File: src/rtl/ball_control_arbiter_if.sv
// Control bus between the input front-ends, the arbiter and the ball position block.
// master drives the two direction sources; slave is the arbiter producing tick/grant/ctrl.
interface ball_control_arbiter_if;
   logic [3:0] ctrl_a;
   logic [3:0] ctrl_b;
   logic       tick;
   logic [3:0] ctrl_out;
   logic [1:0] grant;
   logic       demo_active;

   modport master (
      output ctrl_a, ctrl_b,
      input  tick, ctrl_out, grant, demo_active
   );

   modport slave (
      input  ctrl_a, ctrl_b,
      output tick, ctrl_out, grant, demo_active
   );
endinterface

File: src/rtl/ball_control_arbiter.sv
// Move-tick generator and round-robin/hold-limit arbiter between two direction sources.
// Optional idle demo mode is built when the macro AUTO_DEMO_EN is defined.
module ball_control_arbiter #(
   parameter int unsigned TICK_DIV   = 524289,
   parameter int unsigned HOLD_TICKS = 8,
   parameter int unsigned IDLE_TICKS = 64,
   parameter int unsigned DEMO_STEP  = 32
) (
   input logic                   clock,
   input logic                   reset,
   ball_control_arbiter_if.slave bus
);
   localparam int unsigned CNT_W  = (TICK_DIV > 2) ? $clog2(TICK_DIV) : 1;
   localparam int unsigned HOLD_W = $clog2(HOLD_TICKS) + 1;
   localparam logic [CNT_W-1:0]  CNT_MAX  = CNT_W'(TICK_DIV - 1);
   localparam logic [HOLD_W-1:0] HOLD_MAX = HOLD_W'(HOLD_TICKS - 1);

   if (TICK_DIV < 2 || HOLD_TICKS < 1 || IDLE_TICKS < 1 || DEMO_STEP < 1) begin : g_param_check
      $error("ball_control_arbiter: illegal parameter value");
   end

`ifdef AUTO_DEMO_EN
   localparam int unsigned IDLE_W = $clog2(IDLE_TICKS + 1);
   localparam int unsigned STEP_W = $clog2(DEMO_STEP + 1);
   localparam logic [IDLE_W-1:0] IDLE_LAST = IDLE_W'(IDLE_TICKS - 1);
   localparam logic [IDLE_W-1:0] IDLE_FULL = IDLE_W'(IDLE_TICKS);
   localparam logic [STEP_W-1:0] STEP_FULL = STEP_W'(DEMO_STEP);

   typedef enum logic [1:0] {IDLE, OWN_A, OWN_B, DEMO} state_t;
`else
   typedef enum logic [1:0] {IDLE, OWN_A, OWN_B} state_t;
`endif

   // Clear both bits of any opposing pair (up/down, left/right).
   function automatic logic [3:0] sanitise(input logic [3:0] c);
      logic [3:0] s;
      s = c;
      if (c[0] && c[2]) begin
         s[0] = 1'b0;
         s[2] = 1'b0;
      end
      if (c[1] && c[3]) begin
         s[1] = 1'b0;
         s[3] = 1'b0;
      end
      return s;
   endfunction

   state_t              state;
   logic [CNT_W-1:0]    tick_cnt;
   logic [HOLD_W-1:0]   hold_cnt;
   logic                prio_b;
   logic                tick;
   logic [3:0]          ctrl_out;
   logic [1:0]          grant;
   logic [3:0]          san_a;
   logic [3:0]          san_b;
   logic                req_a;
   logic                req_b;
   logic                wrap;
   logic                sel_a;
   logic                sel_b;
   logic                keep;

   assign san_a = sanitise(bus.ctrl_a);
   assign san_b = sanitise(bus.ctrl_b);
   assign req_a = |san_a;
   assign req_b = |san_b;
   assign wrap  = (tick_cnt == CNT_MAX);

   assign bus.tick     = tick;
   assign bus.ctrl_out = ctrl_out;
   assign bus.grant    = grant;

   // Owner choice for the coming decision edge; keep means the current owner stays.
   always_comb begin
      sel_a = 1'b0;
      sel_b = 1'b0;
      keep  = 1'b0;
      case (state)
         OWN_A: begin
            if (req_a && (!req_b || hold_cnt < HOLD_MAX)) begin
               sel_a = 1'b1;
               keep  = 1'b1;
            end else if (req_b) begin
               sel_b = 1'b1;
            end
         end
         OWN_B: begin
            if (req_b && (!req_a || hold_cnt < HOLD_MAX)) begin
               sel_b = 1'b1;
               keep  = 1'b1;
            end else if (req_a) begin
               sel_a = 1'b1;
            end
         end
         default: begin
            if (req_a && req_b) begin
               sel_a = !prio_b;
               sel_b = prio_b;
            end else begin
               sel_a = req_a;
               sel_b = req_b;
            end
         end
      endcase
   end

`ifdef AUTO_DEMO_EN
   logic [IDLE_W-1:0] idle_cnt;
   logic [STEP_W-1:0] demo_step;
   logic [1:0]        demo_idx;
   logic              demo_active;

   assign bus.demo_active = demo_active;

   function automatic logic [3:0] demo_pat(input logic [1:0] idx);
      case (idx)
         2'd0:    return 4'b1001;
         2'd1:    return 4'b1100;
         2'd2:    return 4'b0110;
         default: return 4'b0011;
      endcase
   endfunction
`else
   assign bus.demo_active = 1'b0;
`endif

   always_ff @(posedge clock or posedge reset) begin
      if (reset) begin
         state    <= IDLE;
         tick_cnt <= '0;
         hold_cnt <= '0;
         prio_b   <= 1'b0;
         tick     <= 1'b0;
         ctrl_out <= 4'b0000;
         grant    <= 2'b00;
`ifdef AUTO_DEMO_EN
         idle_cnt    <= '0;
         demo_step   <= '0;
         demo_idx    <= 2'd0;
         demo_active <= 1'b0;
`endif
      end else begin
         tick     <= wrap;
         tick_cnt <= wrap ? '0 : CNT_W'(tick_cnt + 1'b1);
         if (!wrap) begin
            ctrl_out <= 4'b0000;
         end else if (sel_a || sel_b) begin
            state    <= sel_a ? OWN_A : OWN_B;
            grant    <= sel_a ? 2'b01 : 2'b10;
            ctrl_out <= sel_a ? san_a : san_b;
            if (keep) begin
               hold_cnt <= (hold_cnt == HOLD_MAX) ? hold_cnt : HOLD_W'(hold_cnt + 1'b1);
            end else begin
               hold_cnt <= '0;
               prio_b   <= sel_a;
            end
`ifdef AUTO_DEMO_EN
            idle_cnt    <= '0;
            demo_active <= 1'b0;
`endif
         end else begin
            grant <= 2'b00;
`ifdef AUTO_DEMO_EN
            if (state == DEMO) begin
               if (demo_step == STEP_FULL) begin
                  demo_idx  <= 2'(demo_idx + 2'd1);
                  demo_step <= STEP_W'(1);
                  ctrl_out  <= demo_pat(2'(demo_idx + 2'd1));
               end else begin
                  demo_step <= STEP_W'(demo_step + 1'b1);
                  ctrl_out  <= demo_pat(demo_idx);
               end
            end else if (state == IDLE && idle_cnt >= IDLE_LAST) begin
               state       <= DEMO;
               demo_active <= 1'b1;
               idle_cnt    <= IDLE_FULL;
               demo_idx    <= 2'd0;
               demo_step   <= STEP_W'(1);
               ctrl_out    <= demo_pat(2'd0);
            end else begin
               if (state == IDLE) begin
                  idle_cnt <= IDLE_W'(idle_cnt + 1'b1);
               end
               state    <= IDLE;
               ctrl_out <= 4'b0000;
            end
`else
            state    <= IDLE;
            ctrl_out <= 4'b0000;
`endif
         end
      end
   end
endmodule

File: src/flat_wrapper.sv
// flat-port wrapper written by rule: the top's interface ports become plain ports
module ball_control_arbiter_flat 
#(
   parameter int unsigned TICK_DIV   = 524289,
   parameter int unsigned HOLD_TICKS = 8,
   parameter int unsigned IDLE_TICKS = 64,
   parameter int unsigned DEMO_STEP  = 32
)
  (clock, reset, bus_ctrl_a, bus_ctrl_b, bus_tick, bus_ctrl_out, bus_grant, bus_demo_active);
  ball_control_arbiter_if bus_i ();
  input logic clock;
  input logic reset;
  input wire logic [$bits(bus_i.ctrl_a)-1:0] bus_ctrl_a;
  input wire logic [$bits(bus_i.ctrl_b)-1:0] bus_ctrl_b;
  output wire logic [$bits(bus_i.tick)-1:0] bus_tick;
  output wire logic [$bits(bus_i.ctrl_out)-1:0] bus_ctrl_out;
  output wire logic [$bits(bus_i.grant)-1:0] bus_grant;
  output wire logic [$bits(bus_i.demo_active)-1:0] bus_demo_active;
  assign bus_i.ctrl_a = bus_ctrl_a;
  assign bus_i.ctrl_b = bus_ctrl_b;
  assign bus_tick = bus_i.tick;
  assign bus_ctrl_out = bus_i.ctrl_out;
  assign bus_grant = bus_i.grant;
  assign bus_demo_active = bus_i.demo_active;
  ball_control_arbiter #(.TICK_DIV(TICK_DIV), .HOLD_TICKS(HOLD_TICKS), .IDLE_TICKS(IDLE_TICKS), .DEMO_STEP(DEMO_STEP)) u_core (.clock(clock), .reset(reset), .bus(bus_i));
endmodule
File: config.mk
export PLATFORM = sky130hd
export DESIGN_NAME = ball_control_arbiter_flat
export DESIGN_NICKNAME = d
export VERILOG_FILES = /design/src/rtl/ball_control_arbiter_if.sv /design/src/rtl/ball_control_arbiter.sv /design/src/flat_wrapper.sv
export SDC_FILE = /design/constraint.sdc
export NUM_CORES = 1
export LEC_CHECK = 0
export ABC_AREA = 1
export CAP_MARGIN = 25
export CORE_UTILIZATION = 57
export CTS_CLUSTER_SIZE = 24
export DETAILED_ROUTE_END_ITERATION = 8
export GPL_TIMING_DRIVEN = 0
export MAX_ROUTING_LAYER = met4
export PLACE_DENSITY = 0.85
export SETUP_SLACK_MARGIN = 0.4
export SLEW_MARGIN = 10
export SYNTH_ARGS = -nofsm -noshare
export SYNTH_HDL_FRONTEND = slang
export SYNTH_SLANG_ARGS = --single-unit
File: constraint.sdc
create_clock -name clock -period 2.1 [get_ports clock]
set_input_delay 0.525 -clock clock [delete_from_list [all_inputs] [get_ports clock]]
set_output_delay 0.525 -clock clock [all_outputs]
set_load 0.02 [all_outputs]
### Word level (Yosys, flattened, before mapping)

Index checks and enable logic that the tools add are counted.

* mux-type cells: 27
* reduce and logical (&&, ||, !) cells: 17
* $add $sub $neg: 2
* equality and inequality tests: 5
* order comparisons: 1
* bitwise operators: 1

Operators by type and width (count)
* 20-bit by 1-bit adder with 20-bit output, second input constant: 1
* 20-bit equality test, second input constant: 1
* 20-bit two-way mux: 1
* 4-bit two-way mux: 5
* 1-bit two-way mux: 16
* 4-bit OR reduction: 2
* 1-bit logical AND: 7
* 1-bit one-hot mux with 2 select lines: 3
* 3-bit AND reduction: 2
* 4-bit by 1-bit adder with 4-bit output, second input constant: 1
* 4-bit by 3-bit equality test with 1-bit output, second input constant: 1
* 4-bit by 3-bit less-than comparator with 1-bit output, second input constant: 1
* 2-bit two-way mux: 2
* 1-bit logical NOT: 3
* 1-bit logical OR: 3
* 2-bit by 1-bit equality test with 1-bit output, second input constant: 1
* 2-bit equality test, second input constant: 1
* 2-bit inequality test, second input constant: 1
* 1-bit inverter: 1

* bits of input ports: 10
* logic and storage cells: 59
* register bits after elaboration: 32
* output and inout bits: 8

### Longest topological paths before layout

Gate-level depths: netlist (run 1).

* depth after elaboration: 11
* depth in mapped cells: 14
* mapped depth without buffers: 14

### Least setup slack after synthesis (run 1)

No wires, ideal clock.

* kind: reg2reg
* start: register u_core.tick_cnt[0]
* end: register u_core.tick_cnt[16]
* slack: 483 ps
* data arrival time: 1498 ps
* library setup time: 118 ps
* required time: 1982 ps
* stages on the path, launching flop included: 12
* buffers on the path: 0
* period minus slack after synthesis: 1617 ps
* cell sequence: dfrtp_1 ha_1 nand2_2 nor2_4 nand4_2 or2_4 nor2_4 nand2_2 nor2_4 nand2_1 nand2_1 nor2_2

* cells in the longest elaborated chain, start to end: 2
* elaborated cells on any way between the ends: 3
* classes of those cells: 1 x add/sub; 1 x eq/ne; 1 x mux

Ends and longest elaborated chain
* from (decl): RTL line ball_control_arbiter.sv:50 `logic [CNT_W-1:0] tick_cnt;`
* from (signal assigned): RTL line ball_control_arbiter.sv:146 `tick_cnt <= wrap ? '0 : CNT_W'(tick_cnt + 1'b1);`
* 20-bit by 1-bit adder with 20-bit output / 20-bit equality test (equally long branches): RTL line ball_control_arbiter.sv:146, ball_control_arbiter.sv:69
* 20-bit two-way mux *: RTL line ball_control_arbiter.sv:146

Every way passes the cells marked *; elsewhere a longest branch is shown, timed or not.
A chain may end at the register's enable or synchronous reset.

### Worst setup path in the final report (run 1)

Ends and elaborated chain as after synthesis.

==> flow_summary_export.csv, run 1 <==
group,metric,value,unit
critical_path,cp_slowest_stage_delay,380,ps
synthesis,yosys.area.top_type,"dfrtp_1",
placement,hpwlAfterDp,2.76,mm
layout,fin_nets,303,
critical_path,crit_path_start,"u_core.tick_cnt[0]",
drt,drt-initial-drc-count,156,
synthesis,synth-edff-count,0,
global_route,globalRouteMet2Util,47.3,%
synthesis,yosysSeqAreaShare,41.7,%
clock_network,cts_buffer_depth,2,
drt,wl,5.11,mm
timing,setup_viol,0,
layout,multiInputGateArea,1130,um2
clock_network,clk_pin_slew,110,ps
critical_path,crit_arrival,2020,ps
synthesis,netlist_instances,241,
status,status,"complete, no violations",
global_route,grt_pass1_vias,1713,
floorplanning,rows,20,
synthesis,synth.most_common_cell,"nand2_1",
drt,drcViolationCount,0,
global_route,overflow,0,
synthesis,ys_async_sr_fraction,100,%
global_route,grt_antenna_before_repair,0,
global_route,grt_max_degree,23,
floorplanning,initial_core_util,61.3,%
timing,holdWs,514,ps
power_and_ir_drop,power.total,1.13,mW
timing,fin_crit,1770,ps
clock_network,cts_hold_buf,0,
floorplanning,die_w,60.0,um
floorplanning,pin_count,18,
flow_run,maxCapViolations,0,
synthesis,synth_area_leaders,"dfrtp_1 42%, nand2_1 10%, inv_1 7.2%",
clock_network,htreeDepth,2,
timing,max_slew_margin,64.7,%
timing,fin_setup_tns,0,ps
synthesis,synth_nets,256,
clock_network,clock-root-buffer,"clkbuf_4",
synthesis,synth_common_cells,"53 x nand2_1, 37 x inv_1, 32 x dfrtp_1, 29 x nor2_1, 17 x nand3_1",
layout,antenna_cells,0,
drt,antenna_left,0,
global_route,grt.met1_usage,29.6,%
timing,fin_crit_sh,84.2,%
placement,gp_congestion,0.845,
layout,fill_cells,183,
synthesis,yosysWarnings,0,
synthesis,ys_ff_latch,32,
clock_network,cts_tree,"done",
critical_path,critPathMaxFanout,3,
global_route,met3_usage,6.49,%
min_path,min_path_type,"reg -> reg",
critical_path,r2r_slack,330,ps
timing,fmax,0.565,GHz
clock_network,clk-insertion-delay-late,350,ps
floorplanning,dieHeight,60.0,um
power_and_ir_drop,p_per_area,438,nW/um2
floorplanning,dieArea,3600,um2
clock_network,cts_buffers,5,
critical_path,cp-start-kind,"flip-flop",
critical_path,crit_path_end,"u_core.tick_cnt[16]",
critical_path,crit_required,2350,ps
timing,slew_viol_final,0,
timing,rsz0062_at_grt,"yes",
synthesis,syn_area_per_cell,7.96,um2
layout,final-seq-area,801,um2
critical_path,worstSetupPathType,"reg -> reg",
synthesis,yosysUniqueCellTypes,27,
global_route,grt_usage,28.1,%
timing,skew,5.82,ps
layout,final_area,2580,um2
critical_path,endpoint_kind,"flip-flop",
layout,syn_to_final_growth,34.4,%
drt,viasPerCell,5.49,
placement,port_buffers,16,
placement,placedInstanceArea,2160,um2
power_and_ir_drop,vdd_ir_drop_max,0.386,mV
critical_path,timing.rr.end,"u_core.tick_cnt[16]",
critical_path,r2r_cells,12,
drt,dr.pass1.iters,7,
layout,drive_gt1_share,34.6,%
timing,worstMarginPinSlew,529,ps
timing,finalHoldViolCount,0,
layout,final_core_util,82.4,%
drt,wl_per_cell,15.4,um
critical_path,cpMostUsedCell,"nor2_4",
drt,vias,1827,
global_route,grt_first_pass_wirelength,7.12,mm
critical_path,slowest_stage,"dfrtp_1",
critical_path,regToRegStartpoint,"u_core.tick_cnt[0]",
floorplanning,fp.coreArea,3130,um2
power_and_ir_drop,leakage,1.31,nW
critical_path,crit_path_cell_trace,"buf_4 > ha_4 > nand2_4 > nor2_4 > nand4_2 > or2_4 > nor2_4 > nand2_2 > nor2_4 > nand2_1 > nand2_1 > nor2_2",
synthesis,synth_top_area_share,41.7,%
synthesis,syn_area,1920,um2
synthesis,synthFlopType,"dfrtp_1",
clock_network,clock_sinks,32,
global_route,grt-busiest-layer,"met2",
-- power by group --
| group | internal, mW | total (mW) | switching [mW] |
|---|---|---|---|
| Clock | 0.159 | 0.394 | 0.235 |
| Sequential | 0.616 | 0.616 | 0 |
| Combinational | 0.0454 | 0.118 | 0.0726 |
| Total | 0.820 | 1.13 | 0.307 |
-- sequential cells by signal (all words and copies together), names as in the netlist --
signal / cells
u_core.tick_cnt: 20
u_core.bus.ctrl_out: 4
u_core.hold_cnt: 4
u_core.state: 2
u_core.bus.tick: 1
u_core.prio_b: 1
-- area by class of cell --
class	instances	area share, %
multi-input combinational	166	44.0
sequential	32	31.1
timing repair buffer	40	13.6
inverter	41	6.07
tap	44	2.14
clock buffer	6	1.99
buffer	2	0.728
clock inverter	2	0.388
-- worst min-delay path by stage --
stage | startpoint | to | slack [ps] | depth (start not counted)
global placement | u_core.prio_b | u_core.prio_b | 470 | 2
finish | u_core.prio_b | u_core.prio_b | 510 | 2
detailed placement | u_core.prio_b | u_core.prio_b | 480 | 2
floorplan | u_core.prio_b | u_core.prio_b | 440 | 2
global route | bus_ctrl_a[0] | u_core.bus.ctrl_out[2] | 530 | 4
CTS | u_core.prio_b | u_core.prio_b | 500 | 2
-- worst max-delay path: cells and delay by family, from the launching register on --
| kind | cells | cell delay (ps) |
|---|---|---|
| buffers and inverters | 1 | 120 |
| adder cells (fa/ha/maj) | 1 | 150 |
| AND/OR/NAND/NOR | 10 | 1010 |
| flip-flops | 1 | 380 |
-- logic make-up (layout without fill, tap and decap cells) --
logic type,count (synthesis),after routing,synth area share (%)
simple gates,134,134,35.6
buf+inv,43,91,8.81
other cells,1,1,0.196
xor+xnor,17,17,7.76
compound gates,9,9,2.61
fa+ha+maj,5,5,3.26
flops,32,32,41.7
-- through the flow --
step / cells / worst slack (ps)
2_1_floorplan: 241 / 483
3_3_place_gp: 301 / -99.5
3_5_place_dp: 302 / -161
4_1_cts: 322 / 363
5_1_grt: 333 / 247
6_report: 333 / 331
-- layout by cell type (no fill, tap or decap), drive strengths merged --
cell            n
or2             1
inv            41
buf            26
nand2          62
clkdlybuf4s50   1
o211ai          1
clkbuf          7
xnor2           5
ha              5
nor2           36
dlygate4sd2    11
a21oi           5
o21ai           2
nand3          19
xor2           12
nand4          10
clkinv          2
o21bai          1
dfrtp          32
nor3            2
conb            1
nor4            3
clkdlybuf4s15   2
dlymetal6s2s    1
nand3b          1
-- per-layer routing --
layer  vias up  share of wire [%]
met5         -                  0
met4         0                3.1
met3        23                4.2
met2        68                 57
met1       896                 36
li1        840                  -
-- repair_timing --
item | 4_1_cts | 5_1_grt
pin swaps | 13 | 19
gates cloned | 0 | 1
endpoints found under the setup margin | 24 | 18
resized for setup | 34 | 43
setup buffers | 12 | 10
Power figures use the tool's default switching activity.
==> run 2: changes to the inputs <==
clock period = 1.8 ns   (was 2.1 ns; I/O delays follow)
==> flow_summary_export.csv, run 2 (synthesis results as in run 1) <==
group,metric,value,unit
layout,drive_gt1_share,46.6,%
global_route,grt_pass1_vias,1739,
placement,gp_congestion,0.893,
layout,final_area,2820,um2
power_and_ir_drop,p_per_area,476,nW/um2
min_path,min_path_type,"in -> async",
placement,hpwlAfterDp,2.73,mm
status,status,"finished with violations",
timing,rsz0062_at_grt,"yes",
global_route,overflow,0,
drt,wl,6.46,mm
global_route,met3_usage,6.49,%
clock_network,clk-insertion-delay-late,350,ps
layout,final_core_util,90.1,%
drt,antenna_left,0,
drt,viasPerCell,5.61,
critical_path,path_buf_inv,2,
clock_network,cts_buffer_depth,2,
clock_network,cts_tree,"done",
floorplanning,pin_count,18,
timing,fin_crit_sh,104,%
critical_path,crit_arrival,2160,ps
critical_path,cp-start-kind,"flip-flop",
global_route,grt_usage,30.3,%
drt,wl_per_cell,18.3,um
layout,reg_top3,"u_core.tick_cnt (20), u_core.bus.ctrl_out (4), u_core.hold_cnt (4)",
global_route,grt_first_pass_wirelength,7.60,mm
critical_path,cp_slowest_stage_delay,410,ps
timing,fin_crit,1860,ps
floorplanning,die_w,60.0,um
critical_path,critPathMaxFanout,5,
timing,skew,6.60,ps
global_route,grt-busiest-layer,"met2",
global_route,grt_max_degree,22,
critical_path,crit_path_cell_trace,"ha_2 > nand2_2 > inv_2 > nor2_4 > inv_2 > nand2_4 > nand3_4 > nand2_2 > nand2_1 > nor2_1 > nand3_1 > nand2_1",
layout,largest_reg_flops,20,
layout,regMostFlops,"u_core.tick_cnt",
drt,vias,1979,
drt,drcViolationCount,0,
clock_network,clock-root-buffer,"clkbuf_4",
timing,max_slew_margin,63.9,%
clock_network,clk_pin_slew,110,ps
flow_run,maxCapViolations,0,
layout,syn_to_final_growth,47.0,%
global_route,grt.met1_usage,32.5,%
floorplanning,dieHeight,60.0,um
timing,fin_setup_tns,-151,ps
timing,fin_ws,-64.4,ps
drt,dr.pass1.iters,8,
critical_path,crit_required,2090,ps
critical_path,endpoint_kind,"flip-flop",
clock_network,htreeDepth,2,
drt,drt-initial-drc-count,136,
power_and_ir_drop,vdd_ir_drop_max,0.347,mV
floorplanning,fp.coreArea,3130,um2
layout,fin_nets,323,
timing,fmax,0.536,GHz
floorplanning,initial_core_util,61.3,%
critical_path,slowest_stage,"dfrtp_1",
critical_path,critPathTopFamily,"simple AND/OR/NAND/NOR gates",
clock_network,clock_sinks,32,
placement,pre_cts_ws,-406,ps
global_route,globalRouteMet2Util,53.8,%
placement,port_buffers,16,
floorplanning,rows,20,
layout,most-common-layout-cells,"38 x buf_4, 37 x nand2_1, 31 x inv_1",
timing,setup_viol,4,
floorplanning,dieArea,3600,um2
critical_path,worstSetupPathType,"reg -> reg",
timing,worstMarginPinSlew,541,ps
clock_network,cts_buffers,5,
layout,final_common_cell,"buf_4",
timing,holdWs,441,ps
timing,slew_viol_final,0,
clock_network,cts_hold_buf,0,
timing,finalHoldViolCount,0,
power_and_ir_drop,leakage,1.39,nW
status,violations,"negative setup slack",
layout,antenna_cells,0,
global_route,grt_antenna_before_repair,0,
placement,placedInstanceArea,2180,um2
run 2: changes by cell type in the layout (fill, tap and decap cells not counted), sizes merged:
cell | before | now
clkinv | 2 | 0
buf | 26 | 53
clkbuf | 7 | 8
dlymetal6s2s | 1 | 0
dlygate4sd2 | 11 | 7
clkdlybuf4s15 | 2 | 1
run 2: timing repair:
| item | CTS | global route |
|---|---|---|
| pin swaps | 33 | 16 |
| resized for setup | 86 | 39 |
| setup buffers | 27 | 16 |
| endpoints found under the setup margin | 30 | 26 |
run 2: stage by stage:
stage / cells / power (mW)
final: 353 / 1.34
after global routing: 353 / 1.39
after CTS: 337 / 1.30
after detailed placement: 302 / 0.838
after global placement: 301 / 0.828
after floorplan: 241 / 0.794
run 2: report_power, final:
group	total [mW]	leakage (nW)	switching, mW	internal [mW]
Combinational	0.170	0.940	0.108	0.0628
Sequential	0.718	0.417	0	0.718
Clock	0.453	0.0326	0.261	0.193
run 2: per-layer routing:
layer,vias up,part of all wire (%)
met5,-,0
met4,0,5.6
met3,46,5.5
met2,114,54
met1,937,35
li1,882,-
run 2: final cells by class:
type / count / area (um2)
Fill cell: 133 / 309
Clock buffer: 8 / 58.8
Tap cell: 44 / 55.1
Timing Repair Buffer: 60 / 489
Sequential cell: 32 / 806
Buffer: 2 / 18.8
Inverter: 41 / 161
Multi-Input combinational cell: 166 / 1230
run 2: path summary, 6_finish.rpt:
check / startpoint / to / slack (ps) / depth (start not counted)
worst max-delay path: u_core.hold_cnt[0] / u_core.hold_cnt[1] / -60 / 12
worst min-delay path: reset / u_core.tick_cnt[0] / 440 / 2
worst max register to register: u_core.hold_cnt[0] / u_core.hold_cnt[1] / -60 / 12
worst min register to register: u_core.prio_b / u_core.prio_b / 550 / 2
max in group asynchronous: reset / u_core.tick_cnt[15] / 870 / 3
min in group clock: u_core.prio_b / u_core.prio_b / 550 / 2
